$ cat src/rtl/packet_queue_bank_if.sv
// ---------------------------------------------------------------------------
// packet_queue_bank_if
//
// Bundles the host-side Avalon-MM slave signals and the scheduler dequeue
// port of packet_queue_bank into one interface.
//
// Signals:
//   chipselect, write, read  Avalon slave strobes (host -> bank)
//   address   [ADDR_W]       queue / drop-counter address
//   writedata [DATA_W]       enqueue data
//   readdata  [DATA_W]       registered read data (bank -> host)
//   deq_req                  scheduler dequeue request
//   deq_sel   [clog2(NUM_Q)] queue selected for dequeue
//   deq_valid                deq_data holds a dequeued entry
//   deq_data  [DATA_W]       dequeued entry
//   empty, full [NUM_Q]      per-queue status flags
//
// Modports:
//   master  host + scheduler side (drives requests, observes results)
//   slave   the queue bank itself
// ---------------------------------------------------------------------------
interface packet_queue_bank_if #(
    parameter int NUM_Q  = 4,
    parameter int DATA_W = 8,
    parameter int ADDR_W = 3
);
    localparam int SEL_W = $clog2(NUM_Q);

    logic              chipselect;
    logic              write;
    logic              read;
    logic [ADDR_W-1:0] address;
    logic [DATA_W-1:0] writedata;
    logic [DATA_W-1:0] readdata;
    logic              deq_req;
    logic [SEL_W-1:0]  deq_sel;
    logic              deq_valid;
    logic [DATA_W-1:0] deq_data;
    logic [NUM_Q-1:0]  empty;
    logic [NUM_Q-1:0]  full;

    modport master (
        output chipselect, write, read, address, writedata, deq_req, deq_sel,
        input  readdata, deq_valid, deq_data, empty, full
    );

    modport slave (
        input  chipselect, write, read, address, writedata, deq_req, deq_sel,
        output readdata, deq_valid, deq_data, empty, full
    );
endinterface

$ cat src/rtl/packet_queue_bank.sv
// ---------------------------------------------------------------------------
// packet_queue_bank
//
// Bank of NUM_Q independent circular FIFOs. The host enqueues bytes through
// an Avalon-MM slave and reads back per-queue occupancy and overflow drop
// counts; a scheduler pulls entries through one registered dequeue port.
//
// Ports:
//   clk     system clock
//   reset   synchronous, active-high reset
//   irq     (only with PQB_DROP_IRQ_EN) high while any drop counter != 0
//   bus     packet_queue_bank_if.slave (Avalon slave + dequeue + flags)
//
// Address map:
//   a <  NUM_Q          write: enqueue into queue a; read: occupancy
//   NUM_Q <= a < 2NUM_Q write: clear drop counter; read: drop counter
//   otherwise           reads return 0, writes ignored
//
// Optional feature macro: PQB_DROP_IRQ_EN
// ---------------------------------------------------------------------------
module packet_queue_bank #(
    parameter int NUM_Q  = 4,
    parameter int DATA_W = 8,
    parameter int DEPTH  = 4,
    parameter int CNT_W  = 8,
    parameter int ADDR_W = 3
) (
    input  logic clk,
    input  logic reset,
`ifdef PQB_DROP_IRQ_EN
    output logic irq,
`endif
    packet_queue_bank_if.slave bus
);
    localparam int PTR_W  = $clog2(DEPTH);
    localparam int CNT_QW = PTR_W + 1;
    localparam int SEL_W  = $clog2(NUM_Q);

    localparam logic [CNT_QW-1:0] CNT_FULL = CNT_QW'(DEPTH);
    localparam logic [CNT_W-1:0]  DROP_MAX = {CNT_W{1'b1}};

    logic [DATA_W-1:0] mem      [NUM_Q][DEPTH];
    logic [PTR_W-1:0]  wr_ptr   [NUM_Q];
    logic [PTR_W-1:0]  rd_ptr   [NUM_Q];
    logic [CNT_QW-1:0] count    [NUM_Q];
    logic [CNT_W-1:0]  drop_cnt [NUM_Q];

    logic [NUM_Q-1:0]  enq_req;
    logic [NUM_Q-1:0]  enq_ok;
    logic [NUM_Q-1:0]  deq_go;
    logic [NUM_Q-1:0]  drop;
    logic [NUM_Q-1:0]  clr;
    logic [DATA_W-1:0] head_data;
    logic [DATA_W-1:0] rd_value;

    // Per-queue request decode. A full queue still accepts an enqueue when
    // the same queue is dequeued this cycle, since the slot frees up at the
    // same edge. An empty queue never dequeues, so there is no bypass.
    always_comb begin
        enq_req   = '0;
        enq_ok    = '0;
        deq_go    = '0;
        drop      = '0;
        clr       = '0;
        head_data = '0;
        for (int i = 0; i < NUM_Q; i++) begin
            enq_req[i] = bus.chipselect && bus.write && (bus.address == ADDR_W'(i));
            clr[i]     = bus.chipselect && bus.write && (bus.address == ADDR_W'(NUM_Q + i));
            deq_go[i]  = bus.deq_req && (bus.deq_sel == SEL_W'(i)) && (count[i] != '0);
            enq_ok[i]  = enq_req[i] && ((count[i] != CNT_FULL) || deq_go[i]);
            drop[i]    = enq_req[i] && !enq_ok[i];
            if (deq_go[i]) begin
                head_data = mem[i][rd_ptr[i]];
            end
        end
    end

    // Host read mux, sampled from the pre-update registered state.
    always_comb begin
        rd_value = '0;
        for (int i = 0; i < NUM_Q; i++) begin
            if (bus.address == ADDR_W'(i)) begin
                rd_value = DATA_W'(count[i]);
            end
            if (bus.address == ADDR_W'(NUM_Q + i)) begin
                rd_value = DATA_W'(drop_cnt[i]);
            end
        end
    end

    // Pointers, occupancy and drop counters. Pointers wrap naturally because
    // DEPTH is a power of two. A host clear beats a same-cycle overflow.
    always_ff @(posedge clk) begin
        if (reset) begin
            for (int i = 0; i < NUM_Q; i++) begin
                wr_ptr[i]   <= '0;
                rd_ptr[i]   <= '0;
                count[i]    <= '0;
                drop_cnt[i] <= '0;
            end
        end else begin
            for (int i = 0; i < NUM_Q; i++) begin
                if (enq_ok[i]) begin
                    wr_ptr[i] <= wr_ptr[i] + 1'b1;
                end
                if (deq_go[i]) begin
                    rd_ptr[i] <= rd_ptr[i] + 1'b1;
                end
                if (enq_ok[i] && !deq_go[i]) begin
                    count[i] <= count[i] + 1'b1;
                end else if (!enq_ok[i] && deq_go[i]) begin
                    count[i] <= count[i] - 1'b1;
                end
                if (clr[i]) begin
                    drop_cnt[i] <= '0;
                end else if (drop[i] && (drop_cnt[i] != DROP_MAX)) begin
                    drop_cnt[i] <= drop_cnt[i] + 1'b1;
                end
            end
        end
    end

    // Entry storage is deliberately left out of reset.
    always_ff @(posedge clk) begin
        for (int i = 0; i < NUM_Q; i++) begin
            if (enq_ok[i]) begin
                mem[i][wr_ptr[i]] <= bus.writedata;
            end
        end
    end

    // Registered dequeue and read-data outputs; both hold between events.
    always_ff @(posedge clk) begin
        if (reset) begin
            bus.deq_valid <= 1'b0;
            bus.deq_data  <= '0;
            bus.readdata  <= '0;
        end else begin
            bus.deq_valid <= |deq_go;
            if (|deq_go) begin
                bus.deq_data <= head_data;
            end
            if (bus.chipselect && bus.read) begin
                bus.readdata <= rd_value;
            end
        end
    end

    always_comb begin
        bus.empty = '0;
        bus.full  = '0;
        for (int i = 0; i < NUM_Q; i++) begin
            bus.empty[i] = (count[i] == '0);
            bus.full[i]  = (count[i] == CNT_FULL);
        end
    end

`ifdef PQB_DROP_IRQ_EN
    logic any_drop;

    always_comb begin
        any_drop = 1'b0;
        for (int i = 0; i < NUM_Q; i++) begin
            if (drop_cnt[i] != '0) begin
                any_drop = 1'b1;
            end
        end
    end

    // Follows the registered counters, so it drops one cycle after the last
    // non-zero counter is cleared.
    always_ff @(posedge clk) begin
        if (reset) begin
            irq <= 1'b0;
        end else begin
            irq <= any_drop;
        end
    end
`endif

endmodule
$ cat src/flat_wrapper.sv
// flat-port wrapper written by rule: the top's interface ports become plain ports
module packet_queue_bank_flat 
#(
    parameter int NUM_Q  = 4,
    parameter int DATA_W = 8,
    parameter int DEPTH  = 4,
    parameter int CNT_W  = 8,
    parameter int ADDR_W = 3
)
  (clk, reset, bus_chipselect, bus_write, bus_read, bus_address, bus_writedata, bus_deq_req, bus_deq_sel, bus_readdata, bus_deq_valid, bus_deq_data, bus_empty, bus_full);
  packet_queue_bank_if #(.NUM_Q(NUM_Q), .DATA_W(DATA_W), .ADDR_W(ADDR_W)) bus_i ();
  input  logic clk;
  input  logic reset;
  input wire logic [$bits(bus_i.chipselect)-1:0] bus_chipselect;
  input wire logic [$bits(bus_i.write)-1:0] bus_write;
  input wire logic [$bits(bus_i.read)-1:0] bus_read;
  input wire logic [$bits(bus_i.address)-1:0] bus_address;
  input wire logic [$bits(bus_i.writedata)-1:0] bus_writedata;
  input wire logic [$bits(bus_i.deq_req)-1:0] bus_deq_req;
  input wire logic [$bits(bus_i.deq_sel)-1:0] bus_deq_sel;
  output wire logic [$bits(bus_i.readdata)-1:0] bus_readdata;
  output wire logic [$bits(bus_i.deq_valid)-1:0] bus_deq_valid;
  output wire logic [$bits(bus_i.deq_data)-1:0] bus_deq_data;
  output wire logic [$bits(bus_i.empty)-1:0] bus_empty;
  output wire logic [$bits(bus_i.full)-1:0] bus_full;
  assign bus_i.chipselect = bus_chipselect;
  assign bus_i.write = bus_write;
  assign bus_i.read = bus_read;
  assign bus_i.address = bus_address;
  assign bus_i.writedata = bus_writedata;
  assign bus_i.deq_req = bus_deq_req;
  assign bus_i.deq_sel = bus_deq_sel;
  assign bus_readdata = bus_i.readdata;
  assign bus_deq_valid = bus_i.deq_valid;
  assign bus_deq_data = bus_i.deq_data;
  assign bus_empty = bus_i.empty;
  assign bus_full = bus_i.full;
  packet_queue_bank #(.NUM_Q(NUM_Q), .DATA_W(DATA_W), .DEPTH(DEPTH), .CNT_W(CNT_W), .ADDR_W(ADDR_W)) u_core (.clk(clk), .reset(reset), .bus(bus_i));
endmodule
$ cat config.mk
export PLATFORM = sky130hd
export DESIGN_NAME = packet_queue_bank_flat
export DESIGN_NICKNAME = d
export VERILOG_FILES = /design/src/rtl/packet_queue_bank_if.sv /design/src/rtl/packet_queue_bank.sv /design/src/flat_wrapper.sv
export SDC_FILE = /design/constraint.sdc
export NUM_CORES = 1
export LEC_CHECK = 0
export BUFFER_PORTS_ARGS = -buffer_cell sky130_fd_sc_hd__buf_2
export CAP_MARGIN = 20
export CORE_UTILIZATION = 31
export DETAILED_ROUTE_END_ITERATION = 12
export GPL_ROUTABILITY_DRIVEN = 0
export HOLD_SLACK_MARGIN = 0.12
export SYNTH_ARGS = -nofsm -noshare
export SYNTH_HDL_FRONTEND = slang
export SYNTH_SLANG_ARGS = --single-unit
$ cat constraint.sdc
create_clock -name clk -period 3.45 [get_ports clk]
set_input_delay 0 -clock clk [delete_from_list [all_inputs] [get_ports clk]]
set_output_delay 0 -clock clk [all_outputs]
set_load 0.01 [all_outputs]
**After elaboration in Yosys (flattened, before gate mapping)**

Memory sizes are Yosys's and may differ from the RTL's.
Index checks and enable logic that the tools add are counted.

- Output and inout bits: 25
- Input bits: 19
- Memories: 5
- Memory bits (writable): 188
- Bits in registers: 17

Memories:

| name | depth | bits a word | rd ports | clocked after Yosys merged registers in | wr ports | line | source |
|---|---|---|---|---|---|---|---|
| u_core.mem | 4 | 32 | 4 | 0 | 1 | packet_queue_bank.sv:42 | `logic [DATA_W-1:0] mem [NUM_Q][DEPTH];` |
| u_core.drop_cnt | 4 | 8 | 4 | 0 | 4 | packet_queue_bank.sv:46 | `logic [CNT_W-1:0] drop_cnt [NUM_Q];` |
| u_core.count | 4 | 3 | 4 | 0 | 4 | packet_queue_bank.sv:45 | `logic [CNT_QW-1:0] count [NUM_Q];` |
| u_core.rd_ptr | 4 | 2 | 4 | 0 | 4 | packet_queue_bank.sv:44 | `logic [PTR_W-1:0] rd_ptr [NUM_Q];` |
| u_core.wr_ptr | 4 | 2 | 4 | 0 | 4 | packet_queue_bank.sv:43 | `logic [PTR_W-1:0] wr_ptr [NUM_Q];` |

- Magnitude comparators: 12
- Equal/unequal tests: 22
- $add $sub $neg: 20
- Mux-type cells: 151
- Reduce and logical (&&, ||, !) cells: 68
- Bitwise operators: 32

Operators with widths:

| cell | number |
|---|---|
| $mux W32 | 10 |
| $mux W8 | 31 |
| $reduce_or A32 Y1 | 3 |
| $mux W1 | 82 |
| $bmux W8 S2 | 4 |
| $demux W8 S2 | 4 |
| $logic_and A1 B1 Y1 | 42 |
| $add A8 B1 Y8 const B | 4 |
| $ne A8 B8 Y1 const B | 4 |
| $mux W3 | 9 |
| $eq A3 B3 Y1 const B | 8 |
| $ge A3 B3 Y1 const B | 8 |
| $not A2 Y3 | 8 |
| $or A1 B1 Y1 | 24 |
| $mux W2 | 11 |
| $add A2 B1 Y2 const B | 8 |
| $logic_not A3 Y1 | 5 |
| $add A3 B1 Y3 const B | 4 |
| $lt A3 B1 Y1 const B | 4 |
| $ne A3 B3 Y1 const B | 4 |
| $reduce_bool A3 Y1 | 4 |
| $sub A3 B1 Y3 const B | 4 |
| $logic_not A1 Y1 | 8 |
| $eq A3 B2 Y1 const B | 2 |
| other kinds (6) | 10 |

**Longest topological paths before layout**

Gate-level depths: netlist of run 1.

- Depth after elaboration: 13
- Depth in mapped cells: 9

**Worst setup path after synthesis of run 1**

Ideal clock, no wire load.

- Path type: register to register
- Start: mem u_core.count[2][0] in the netlist's numbering
- End: mem u_core.count[2][2] in the netlist's numbering (data pin)
- Arrival: 2.283 ns
- Path slack: 1.021 ns
- Buffers on the path: 2
- Required time: 3.304 ns
- Setup time: 0.146 ns
- Stages on the path, launching flop included: 10
- Clock period less this slack: 2.429 ns
- Cells stage by stage: edfxtp_1 -> or3_1 -> buf_2 -> nand2_1 -> clkbuf_1 -> or3_1 -> fa_1 -> xnor2_1 -> or4_1 -> a21oi_1

RTL lines:

| element | line |
|---|---|
| start, declared | packet_queue_bank.sv:45 |

**Worst setup path after layout of run 1**

- Start: in bus_address[2]
- End: reg u_core.bus.readdata[4]

- Cells in the longest elaborated chain, start to end: 8
- Elaborated cells between the ends (all ways): 14
- Classes of those cells: 7 x eq/ne; 7 x mux

Ends and longest elaborated chain:

| element | line | source |
|---|---|---|
| start, declared | flat_wrapper.sv:17 | `input wire logic [$bits(bus_i.address)-1:0] bus_address;` |
| $eq A3 B3 Y1 | packet_queue_bank.sv:85 | `if (bus.address == ADDR_W'(NUM_Q + i)) begin` |
| $mux W8 | packet_queue_bank.sv:85 |  |
| $mux W8 | packet_queue_bank.sv:82 | `if (bus.address == ADDR_W'(i)) begin` |
| $mux W8 | packet_queue_bank.sv:85 |  |
| $mux W8 | packet_queue_bank.sv:82 |  |
| $mux W8 | packet_queue_bank.sv:85 |  |
| $mux W8 | packet_queue_bank.sv:82 |  |
| $mux W8 (*) | packet_queue_bank.sv:85 |  |
| end signal, assigned | packet_queue_bank.sv:144 | `bus.readdata <= rd_value;` |
| end, declared | packet_queue_bank_if.sv:49 | `output readdata, deq_valid, deq_data, empty, full` |

Mark *: on every way between the ends. The rest lies on a longest branch, timed or not.
A chain may end at the register's enable or synchronous reset.

==> impl_metrics.json, run 1 <==
{
  "status": "finished, final reports clean",
  "inserted_clock_buffers": 22,
  "sequential_cell_area_fraction_in_the_yosys_report_pct": 62.40,
  "critical_path.max_fanout": 20,
  "dr.first_iter.drc_count": 459,
  "post-synth-top-area-cell": "sky130_fd_sc_hd__edfxtp_1",
  "pin_count": 44,
  "max-vdd-ir-drop_v": 0.0002957,
  "first_pass_iters": 4,
  "antenna_cells": 0,
  "grt_max_degree": 41,
  "grt_antenna_before_repair": 1,
  "period_share_pct": 73.61,
  "total_of_fill_cells_in_the_finished_design": 2913,
  "postSynthNetCount": 716,
  "antenna_violating_nets_post_route": 0,
  "p_leak_uw": 0.003790,
  "netlist_top_cells_count": "188 x sky130_fd_sc_hd__edfxtp_1, 52 x sky130_fd_sc_hd__nor2_1, 35 x sky130_fd_sc_hd__mux4_2",
  "grt_setup_unrepaired": "false",
  "root_buffer_cell": "sky130_fd_sc_hd__clkbuf_16",
  "syn_inst": 671,
  "preCtsSetupSlack_ns": 0.9419,
  "dieHeight_um": 177.9,
  "placeableCoreArea_mm2": 0.03051,
  "dominant_cells_by_area_after_synthesis": "sky130_fd_sc_hd__edfxtp_1 59%, sky130_fd_sc_hd__mux4_2 8.2%, sky130_fd_sc_hd__dfxtp_1 3.5%",
  "number_of_flops_mapped_to_enable_cells_by_yosys": 188,
  "cts_repair_resize_count": 0,
  "timing_hold_violations_final": 0,
  "detailroute.via_count": 5613,
  "detailedPlacementHpwl_mm": 14.68,
  "port_buffers": 43,
  "synth_async_sr_flop_share_pct": 0,
  "worst_skew_pair.late_latency_ns": 0.52,
  "period_needed_ns": 2.540,
  "globalRouteTotalUtil_pct": 13.95,
  "hold_path.class": "in2reg",
  "detail_route.drc_violations": 0,
  "area_of_the_die_mm2": 0.03165,
  "tightestPinTransition_ns": 0.9389,
  "cts_setup_buffers": 0,
  "grt_remaining_overflow": 0,
  "critical_path_arrival_ns": 2.94,
  "yosysUniqueCellTypes": 59,
  "drt-total-wl_mm": 21.28,
  "post_synth.cell_area_avg_um2": 14.30,
  "skew_ns": 0.01856,
  "grt_first_pass_wirelength_mm": 33.17,
  "cts-hold-fix-buffers": 17,
  "rows": 64,
  "layout.nets": 769,
  "tns_ns": 0,
  "synthFlopType": "sky130_fd_sc_hd__edfxtp_1",
  "first_global_vias": 5634,
  "wl_per_cell_um": 18.73,
  "worstSetupStartpointType": "primary input",
  "synth.most_common_cell": "sky130_fd_sc_hd__edfxtp_1",
  "setup.worst_path.class": "in2reg",
  "drive_above_1_share_pct": 18.11,
  "area_delta_synth_final_pct": 14.87,
  "setup_violations": 0,
  "total_power_consumption_of_the_routed_design_uw": 5464,
  "synthesis.area_mm2": 0.009593,
  "initial_core_util_pct": 31.44,
  "worst_slew_margin_rel_pct": 37.27,
  "cts_max_level": 1,
  "powerDensity_mw_per_mm2": 495.8,
  "tritoncts_clock_tree": "done",
  "cts_num_sinks": 205,
  "cp_data_required_time_ns": 3.85,
  "peak_freq_ghz": 0.3938,
  "maximum_number_of_buffers_from_clock_root_to_sink": 3,
  "synthesis.yosys.warnings": 0,
  "netlist.area_leader.share_pct": 58.85,
  "synth.ff_latch_count": 205,
  "cap_viol_max_count": 0,
  "detail_route.vias_per_cell": 4.941,
  "drv_slew": 0,
  "die_x_um": 177.9,
  "cts.reportedPaths.clkPinSlew_ns": 0.06,
  "timing.critical_path.to_type": "register",
  "layout_setup_ws_ns": 0.9104
}
[routing by layer]
layer  part of all wire [%]  track usage, %  vias up
li1                       -               -     2673
met1                     45           19.04     2810
met2                     49           22.94       98
met3                    3.9           1.992       32
met4                    2.5           4.131        0
met5                      0               0        -
[power by group]
part / switching [µW] / internal, µW / leakage, µW
logic: 217 / 159 / 0.00154
clock network: 957 / 1290 / 0.000331
registers: 74.4 / 2770 / 0.00191
[state kept, by name (all words and copies together) (netlist names)]
signal	cells
u_core.mem	128
u_core.drop_cnt	32
u_core.count	12
u_core.bus.deq_data	8
u_core.bus.readdata	8
u_core.rd_ptr	8
u_core.wr_ptr	8
u_core.bus.deq_valid	1
[cells by family (layout without fill, tap and decap cells)]
family,Yosys count,after routing,share of synthesized area [%]
simple gates,236,236,13.34
flops,205,205,62.40
buf+inv,63,132,2.856
compound gates,62,62,5.361
mux,47,47,9.495
xor+xnor,32,32,2.922
fa+ha+maj,26,26,3.626
[layout make-up]
| cell class | count | area [µm²] | share of cell area [%] |
|---|---|---|---|
| multi-input combinational | 403 | 3333 | 30.25 |
| inverter | 28 | 105.1 | 0.9538 |
| tap | 396 | 495.5 | 4.496 |
| timing repair buffer | 64 | 415.4 | 3.770 |
| sequential | 205 | 5986 | 54.32 |
| clock buffer | 33 | 601.8 | 5.462 |
| clock inverter | 7 | 82.58 | 0.7494 |
[final timing paths]
check	startpoint	endpoint	slack, ns	depth (start not counted)
max reg2reg	u_core.count[0][0]$_SDFFCE_PN0P_	u_core.count[0][2]$_SDFFCE_PN0P_	0.94	9
max	bus_address[2]	u_core.bus.readdata[4]$_SDFFE_PP0P_	0.91	8
min	bus_deq_sel[1]	u_core.bus.deq_data[0]$_SDFFE_PP0P_	0.15	5
min reg2reg	u_core.bus.readdata[2]$_SDFFE_PP0P_	u_core.bus.readdata[2]$_SDFFE_PP0P_	0.49	2
[layout by cell type (no fill, tap or decap), types with 4 or more instances in the layout]
| master | synthesis | layout |
|---|---|---|
| sky130_fd_sc_hd__and3_1 | 23 | 23 |
| sky130_fd_sc_hd__ha_1 | 23 | 23 |
| sky130_fd_sc_hd__nand3_1 | 29 | 29 |
| sky130_fd_sc_hd__nor2b_1 | 4 | 4 |
| sky130_fd_sc_hd__or3_1 | 6 | 6 |
| sky130_fd_sc_hd__nor3_1 | 23 | 23 |
| sky130_fd_sc_hd__and2_1 | 23 | 23 |
| sky130_fd_sc_hd__mux2i_1 | 10 | 10 |
| sky130_fd_sc_hd__buf_4 | 3 | 4 |
| sky130_fd_sc_hd__buf_2 | 15 | 43 |
| sky130_fd_sc_hd__dlygate4sd3_1 | 0 | 17 |
| sky130_fd_sc_hd__inv_1 | 28 | 28 |
| sky130_fd_sc_hd__nor2_2 | 5 | 5 |
| sky130_fd_sc_hd__nor3b_1 | 4 | 4 |
| sky130_fd_sc_hd__edfxtp_1 | 188 | 188 |
| sky130_fd_sc_hd__nor2_1 | 52 | 52 |
| sky130_fd_sc_hd__xnor2_1 | 17 | 17 |
| sky130_fd_sc_hd__clkbuf_16 | 0 | 22 |
| sky130_fd_sc_hd__a211oi_1 | 4 | 4 |
| sky130_fd_sc_hd__and3b_1 | 5 | 5 |
| sky130_fd_sc_hd__or2_2 | 5 | 5 |
| sky130_fd_sc_hd__nand2b_1 | 10 | 10 |
| sky130_fd_sc_hd__a22oi_1 | 5 | 5 |
| sky130_fd_sc_hd__o32ai_1 | 9 | 9 |
| sky130_fd_sc_hd__a31oi_1 | 10 | 10 |
| sky130_fd_sc_hd__dfxtp_1 | 17 | 17 |
| sky130_fd_sc_hd__mux4_2 | 35 | 35 |
| sky130_fd_sc_hd__a21oi_1 | 7 | 7 |
| sky130_fd_sc_hd__xor2_1 | 15 | 15 |
| sky130_fd_sc_hd__clkbuf_1 | 14 | 10 |
| sky130_fd_sc_hd__nand2_1 | 27 | 27 |
| sky130_fd_sc_hd__nand3b_1 | 4 | 4 |
[worst max-delay path, stage by stage]
cell and delay [ns]:
sky130_fd_sc_hd__dlygate4sd3_1 0.53, sky130_fd_sc_hd__buf_2 0.24, sky130_fd_sc_hd__and3_1 0.21, sky130_fd_sc_hd__dlygate4sd3_1 0.59, sky130_fd_sc_hd__a22oi_1 0.17, sky130_fd_sc_hd__dlygate4sd3_1 0.57, sky130_fd_sc_hd__nor2_1 0.04, sky130_fd_sc_hd__dlygate4sd3_1 0.58
[through the flow]
stage,cells,instance area (µm²),utilization (%),hold slack [ns]
after global placement,1079,10160,33.32,0.4000
final,1136,11020,36.12,0.1536
after floorplan,671,9593,-,0.09887
after detailed placement,1079,10160,33.32,0.4028
after global routing,1136,11020,36.12,0.1769
after CTS,1136,11020,36.12,0.1408
Note: power is estimated with default switching activity, not from simulation.
==> inputs of run 2 (changes only) <==
- ABC_AREA: not set -> 1
- clock period: 3.45 -> 2.11 ns (I/O delays scaled with it)
==> run 2 against run 1 <==
Against the previous run:
- the run now ends with design-rule violations left
- synthesized area up 2.2%
- sequential share of layout area down 2.6 points
- first-iteration DRC count down 8.7%
- hold slack worse by 0.025 ns
- worst setup slack worse by 0.79 ns
- wire length up 7.2%
- synthesized cell count up 53%
- critical path type is now reg2reg
- critical endpoint is now u_core.count[2][2]$_SDFFCE_PN0P_
- largest power group unchanged
==> impl_metrics.json, run 2 <==
{
  "layout_commonest_cell": "sky130_fd_sc_hd__nand2_1",
  "cap_viol_max_count": 0,
  "grt_remaining_overflow": 0,
  "status": "complete, but fails checks",
  "netlist.area_leader.share_pct": 57.58,
  "critical-path-top-cell-by-count": "sky130_fd_sc_hd__inv_1",
  "max-vdd-ir-drop_v": 0.0005825,
  "setup_violations": 0,
  "grt_max_degree": 25,
  "grt_setup_unrepaired": "true",
  "dominant_cells_by_area_after_synthesis": "sky130_fd_sc_hd__edfxtp_1 58%, sky130_fd_sc_hd__nand2_1 10%, sky130_fd_sc_hd__nor2_1 5.6%",
  "critical_path_arrival_ns": 2.26,
  "sum_of_met2_wire_segment_lengths_after_detailed_routing_mm": 10.28,
  "tritoncts_clock_tree": "done",
  "wl_per_cell_um": 14.84,
  "syn_inst": 1027,
  "highest-signal-layer": "met4",
  "grt_antenna_before_repair": 1,
  "peak_freq_ghz": 0.5026,
  "pin_count": 44,
  "comb_power_share_pct": 7.6,
  "sequential_cell_area_fraction_in_the_yosys_report_pct": 61.05,
  "inserted_clock_buffers": 22,
  "detail_route.drc_violations": 6,
  "netlist_top_cells_count": "273 x sky130_fd_sc_hd__nand2_1, 188 x sky130_fd_sc_hd__edfxtp_1, 145 x sky130_fd_sc_hd__nor2_1",
  "root_buffer_cell": "sky130_fd_sc_hd__clkbuf_16",
  "detail_route.vias_per_cell": 4.577,
  "initial_core_util_pct": 31.80,
  "power_switching_share_pct": 23.14,
  "violations": "design-rule violations",
  "largest_register_ff_count": 128,
  "final-instance-count-excl-fill": 1537,
  "antenna_violating_nets_post_route": 0,
  "setup.worst_path.class": "reg2reg",
  "worstSetupStartpointType": "register",
  "detailroute.via_count": 7035,
  "crit_path_top_delay_cell": "sky130_fd_sc_hd__fa_1",
  "layout.nets": 1169,
  "synthesis.area_mm2": 0.009804,
  "worst_skew_pair.late_latency_ns": 0.52,
  "layout.cells.most_common_list": "272 x sky130_fd_sc_hd__nand2_1, 188 x sky130_fd_sc_hd__edfxtp_1, 143 x sky130_fd_sc_hd__nor2_1, 131 x sky130_fd_sc_hd__inv_1, 68 x sky130_fd_sc_hd__nand3_1",
  "postSynthNetCount": 1072,
  "number_of_flops_mapped_to_enable_cells_by_yosys": 188,
  "post-synth-top-area-cell": "sky130_fd_sc_hd__edfxtp_1",
  "synthesis.yosys.warnings": 0,
  "cts_num_sinks": 205,
  "synth.ff_latch_count": 205,
  "cell_internal_pwr_uw": 6956,
  "tightestPinTransition_ns": 0.7327,
  "die_x_um": 179.8,
  "powerDensity_mw_per_mm2": 781.5,
  "period_needed_ns": 1.990,
  "grt_first_pass_wirelength_mm": 36.16,
  "hold_path.class": "in2reg",
  "drive_above_1_share_pct": 12.54,
  "synth_async_sr_flop_share_pct": 0,
  "skew_ns": 0.01994,
  "worst_slew_margin_rel_pct": 50.98,
  "timing.critical_path.to_type": "register",
  "globalRouteTotalUtil_pct": 14.11,
  "placeableCoreArea_mm2": 0.03083,
  "cts.reportedPaths.clkPinSlew_ns": 0.06,
  "fin_util_pct": 37.56,
  "dpl.cell_count": 1477,
  "post_synth.cell_area_avg_um2": 9.547,
  "power_switching_uw": 2094,
  "first_pass_iters": 9,
  "dieHeight_um": 179.8,
  "detailedPlacementHpwl_mm": 15.69,
  "port_buffers": 43,
  "drv_slew": 0,
  "area_delta_synth_final_pct": 18.12,
  "synthFlopType": "sky130_fd_sc_hd__edfxtp_1",
  "rows": 64,
  "timing_hold_violations_final": 0,
  "pwr-share-seq_pct": 50.7,
  "power_frac_clock_pct": 41.7,
  "dr.first_iter.drc_count": 419,
  "cp_data_required_time_ns": 2.38,
  "synth.most_common_cell": "sky130_fd_sc_hd__nand2_1",
  "routed-wl-met3_mm": 1.069,
  "p_leak_uw": 0.004817,
  "period_share_pct": 94.30,
  "maximum_number_of_buffers_from_clock_root_to_sink": 3,
  "slowest_delay_ns": 0.44,
  "drt-total-wl_mm": 22.81,
  "area_of_the_die_mm2": 0.03234,
  "drt-met1-wl_mm": 10.91,
  "crit_path_cell_trace": "inv_1 > nand3_1 > nand2_2 > inv_1 > nand3_2 > fa_1 > xor2_1 > inv_1 > nand2_1 > nand2_1 > nand2_1 > inv_1",
  "first_global_vias": 6868,
  "critical_path.max_fanout": 5,
  "yosysUniqueCellTypes": 33,
  "cts_max_level": 1
}
==> run 2: changes by cell type in the layout (fill, tap and decap cells not counted), sizes merged, moves of 14 or more <==
cell,previous run,this run
a21oi,7,33
and2,23,0
and3,23,0
nand2,29,275
o21ai,1,36
buf,47,83
inv,28,135
nand3,29,71
nor2,57,150
xnor2,17,3
mux4,35,0
==> run 2: area by class of cell <==
type	instances	area, µm²
repair buffers	101	695.7
flip-flops and latches	205	5986
fillers	3098	19250
clock buffers	35	640.6
well taps	396	495.5
diodes	1	2.502
multi-input cells	652	3169
clock inverters	5	58.81
inverters	142	533.0
==> run 2: per-layer routing <==
metal,vias up,GRT usage [%]
met4,0,3.552
met3,41,2.411
met5,-,0
met1,3300,19.11
met2,157,23.39
li1,3537,-
==> run 2: final timing paths <==
kind,startpoint,to,slack [ns],cells after the start
worst max-delay path,u_core.count[2][2]$_SDFFCE_PN0P_,u_core.count[2][2]$_SDFFCE_PN0P_,0.12,12
worst min-delay path,bus_deq_sel[1],u_core.rd_ptr[2][0]$_SDFFCE_PN0P_,0.13,5
worst max register to register,u_core.count[2][2]$_SDFFCE_PN0P_,u_core.count[2][2]$_SDFFCE_PN0P_,0.12,12
worst min register to register,u_core.bus.readdata[6]$_SDFFE_PP0P_,u_core.bus.readdata[6]$_SDFFE_PP0P_,0.54,2
==> run 2: critical path, delay by kind of cell, from the launching register on <==
family                     cells  cell delay [ns]
adders and majority gates      1             0.44
DFF                            1             0.37
xor gates and xnor gates       1             0.18
and+or+nand+nor                6             0.49
buffers and inverters          4             0.27
==> run 2: power by group through the flow <==
| stage | combinational (µW) | clock, µW | sequential, µW |
|---|---|---|---|
| 4_1_cts | 688 | 3860 | 4590 |
| 2_1_floorplan | 395 | 0 | 4660 |
| 3_5_place_dp | 659 | 0 | 4670 |
| 5_1_grt | 769 | 4020 | 4600 |
| 6_report | 687 | 3780 | 4590 |
| 3_3_place_gp | 651 | 0 | 4670 |
==> run 2: stage by stage <==
step                      hold slack, ns  setup TNS, ns  cell area (µm²)  total power (µW)  setup slack (ns)
after global placement            0.3943              0            10680              5322            0.1275
after detailed placement          0.3929              0            10680              5332           0.06572
after global routing              0.1565       -0.04310            11580              9383          -0.02737
after CTS                         0.1297              0            11560              9138           0.06187
after floorplan                  0.09887              0             9804              5056            0.1465
final                             0.1287              0            11580              9050            0.1202
==> run 2: cell families (layout without fill, tap and decap cells) <==
group           Yosys count  count (layout)  share of synthesized area [%]
simple gates            530             530                          22.72
compound gates           80              80                          4.492
buf+inv                 170             283                          6.751
xor+xnor                 15              15                          1.340
fa+ha+maj                26              26                          3.548
other cells               0               1                              0
mux                       1               1                         0.1021
flops                   205             205                          61.05
==> run 2: repair_timing <==
item                                    in CTS  in global routing
hold buffers                                18                  0
endpoints found under the setup margin       0                 34
gates resized for setup                      0                  4
hold endpoints to repair                   152                  0
buffers inserted                             0                  1
==> inputs of run 3 (changes only) <==
==> constraint.sdc (replaced) <==
create_clock -name clk -period 2.11 [get_ports clk]
set_input_delay 0.1055 -clock clk [delete_from_list [all_inputs] [get_ports clk]]
set_output_delay 0.1055 -clock clk [all_outputs]
set_load 0.01 [all_outputs]
==> run 3 against run 2 <==
Against the previous run:
- the flow still finishes with violations (design-rule violations)
- wire length decreased by 1.5%
- non-clock buffer count decreased by 6
- cell count decreased by 0.33%
- fmax increased by 1.6%
- critical path depth unchanged
- die area unchanged
- cell area about the same
- largest cell class unchanged
- highest routed layer unchanged
==> impl_metrics.json, run 3 (synthesis gave the netlist of run 2 again) <==
{
  "globalRouteTotalUtil_pct": 14.06,
  "critical_path_arrival_ns": 2.25,
  "detailroute.via_count": 7064,
  "largest_register_ff_count": 128,
  "tightestPinTransition_ns": 0.7880,
  "area_delta_synth_final_pct": 18.10,
  "grt_setup_unrepaired": "false",
  "grt_max_degree": 27,
  "detail_route.drc_violations": 3,
  "tns_ns": 0,
  "max-vdd-ir-drop_v": 0.0006113,
  "peak_freq_ghz": 0.5108,
  "placeableCoreArea_mm2": 0.03083,
  "grt_first_pass_wirelength_mm": 36.18,
  "die_x_um": 179.8,
  "total_power_consumption_of_the_routed_design_uw": 9221,
  "antenna_violating_nets_post_route": 0,
  "layout.cell_area.non_filler_mm2": 0.01158,
  "layout.nets": 1164,
  "dieHeight_um": 179.8,
  "initial_core_util_pct": 31.80,
  "cts_num_sinks": 205,
  "rows": 64,
  "worst_slew_margin_rel_pct": 47.27,
  "worstSetupStartpointType": "register",
  "place_area_mm2": 0.01069,
  "detail_route.vias_per_cell": 4.611,
  "maximum_number_of_buffers_from_clock_root_to_sink": 3,
  "antenna_cells": 0,
  "layout_setup_ws_ns": 0.1521,
  "fin_util_pct": 37.56,
  "first_pass_iters": 9,
  "pin_count": 44,
  "drv_slew": 0,
  "cts.reportedPaths.clkPinSlew_ns": 0.06,
  "root_buffer_cell": "sky130_fd_sc_hd__clkbuf_16",
  "hold_path.class": "in2reg",
  "first_global_vias": 6926,
  "cap_viol_max_count": 0,
  "setup.worst_path.class": "reg2reg",
  "powerDensity_mw_per_mm2": 796.4,
  "timing.critical_path.to_type": "register",
  "drt-total-wl_mm": 22.46,
  "status": "complete, but fails checks",
  "dr.first_iter.drc_count": 517,
  "wl_per_cell_um": 14.66,
  "critical_path.max_fanout": 3,
  "port_buffers": 43,
  "grt_remaining_overflow": 0,
  "setup_violations": 0,
  "area_of_the_die_mm2": 0.03234,
  "violations": "design-rule violations",
  "period_needed_ns": 1.958,
  "preCtsSetupSlack_ns": 0.08929,
  "p_leak_uw": 0.004820,
  "worst_skew_pair.late_latency_ns": 0.53,
  "skew_ns": 0.01221,
  "cp_data_required_time_ns": 2.40,
  "layout.cells.most_common_list": "271 x sky130_fd_sc_hd__nand2_1, 188 x sky130_fd_sc_hd__edfxtp_1, 145 x sky130_fd_sc_hd__nor2_1, 131 x sky130_fd_sc_hd__inv_1, 69 x sky130_fd_sc_hd__nand3_1",
  "total_of_fill_cells_in_the_finished_design": 3047,
  "timing_hold_violations_final": 0,
  "cts_max_level": 1,
  "tritoncts_clock_tree": "done",
  "detailedPlacementHpwl_mm": 15.75,
  "inserted_clock_buffers": 23,
  "grt_antenna_before_repair": 0,
  "drive_above_1_share_pct": 13.20,
  "layout_commonest_cell": "sky130_fd_sc_hd__nand2_1",
  "period_share_pct": 92.79
}
## run 3: cell count changes in the layout (fill, tap and decap cells not counted), moves of 2 or more
cell,change
sky130_fd_sc_hd__clkbuf_8,+3
sky130_fd_sc_hd__nor2_1,+2
sky130_fd_sc_hd__dlygate4sd3_1,-7
sky130_fd_sc_hd__xor2_2,+2
sky130_fd_sc_hd__clkbuf_1,-3
sky130_fd_sc_hd__xor2_1,-2
sky130_fd_sc_hd__nor2_2,-3
## run 3: layer usage
metal / track usage, % / vias to the layer above / share of wire [%]
li1: - / 3531 / -
met3: 2.593 / 39 / 5.7
met1: 18.89 / 3298 / 46
met5: 0 / - / 0
met4: 3.724 / 0 / 2.3
met2: 23.21 / 196 / 46
## run 3: through the flow
stage	hold WS, ns	std cells
finish	0.1728	1532
global route	0.1934	1532
CTS	0.1480	1531
detailed placement	0.5080	1478
global placement	0.5000	1478
floorplan	0.2044	1027
## run 3: critical path, stage by stage (launching register included)
cell and delay (ns):
sky130_fd_sc_hd__edfxtp_1 0.37, sky130_fd_sc_hd__inv_1 0.08, sky130_fd_sc_hd__nand2_1 0.09, sky130_fd_sc_hd__nand2_1 0.08
sky130_fd_sc_hd__inv_1 0.08, sky130_fd_sc_hd__nand3_1 0.14, sky130_fd_sc_hd__fa_1 0.45, sky130_fd_sc_hd__xor2_2 0.17
sky130_fd_sc_hd__inv_1 0.06, sky130_fd_sc_hd__nand2_1 0.06, sky130_fd_sc_hd__nand2_1 0.05, sky130_fd_sc_hd__nand2_1 0.05
sky130_fd_sc_hd__inv_1 0.03
## run 3: repair_timing
item                                    4_1_cts  5_1_grt
endpoints found under the setup margin        0       12
hold endpoints to repair                    142        0
hold buffers                                 11        0
buffers inserted                              0        1
gates resized for setup                       0        6
## run 3: power breakdown
group          internal (µW)  leakage (µW)  switching [µW]  total (µW)
combinational            226       0.00254             457         683
sequential              4520       0.00191            69.2        4590
clock                   2330      0.000367            1620        3950
## run 3: area by class of cell
cell class / count / area (µm²) / area share [%]
flip-flops and latches: 205 / 5986 / 51.70
multi-input cells: 652 / 3184 / 27.50
clock buffers: 35 / 670.6 / 5.792
repair buffers: 95 / 633.1 / 5.468
inverters: 142 / 533.0 / 4.603
well taps: 396 / 495.5 / 4.279
clock inverters: 7 / 76.32 / 0.6592
## run 3: final timing paths
path | startpoint | endpoint | slack (ns) | cells past startpoint
max reg2reg | u_core.count[1][2]$_SDFFCE_PN0P_ | u_core.count[1][2]$_SDFFCE_PN0P_ | 0.15 | 12
min | bus_chipselect | u_core.bus.readdata[0]$_SDFFE_PP0P_ | 0.17 | 5
min reg2reg | u_core.bus.readdata[4]$_SDFFE_PP0P_ | u_core.bus.readdata[4]$_SDFFE_PP0P_ | 0.53 | 2
max | u_core.count[1][2]$_SDFFCE_PN0P_ | u_core.count[1][2]$_SDFFCE_PN0P_ | 0.15 | 12
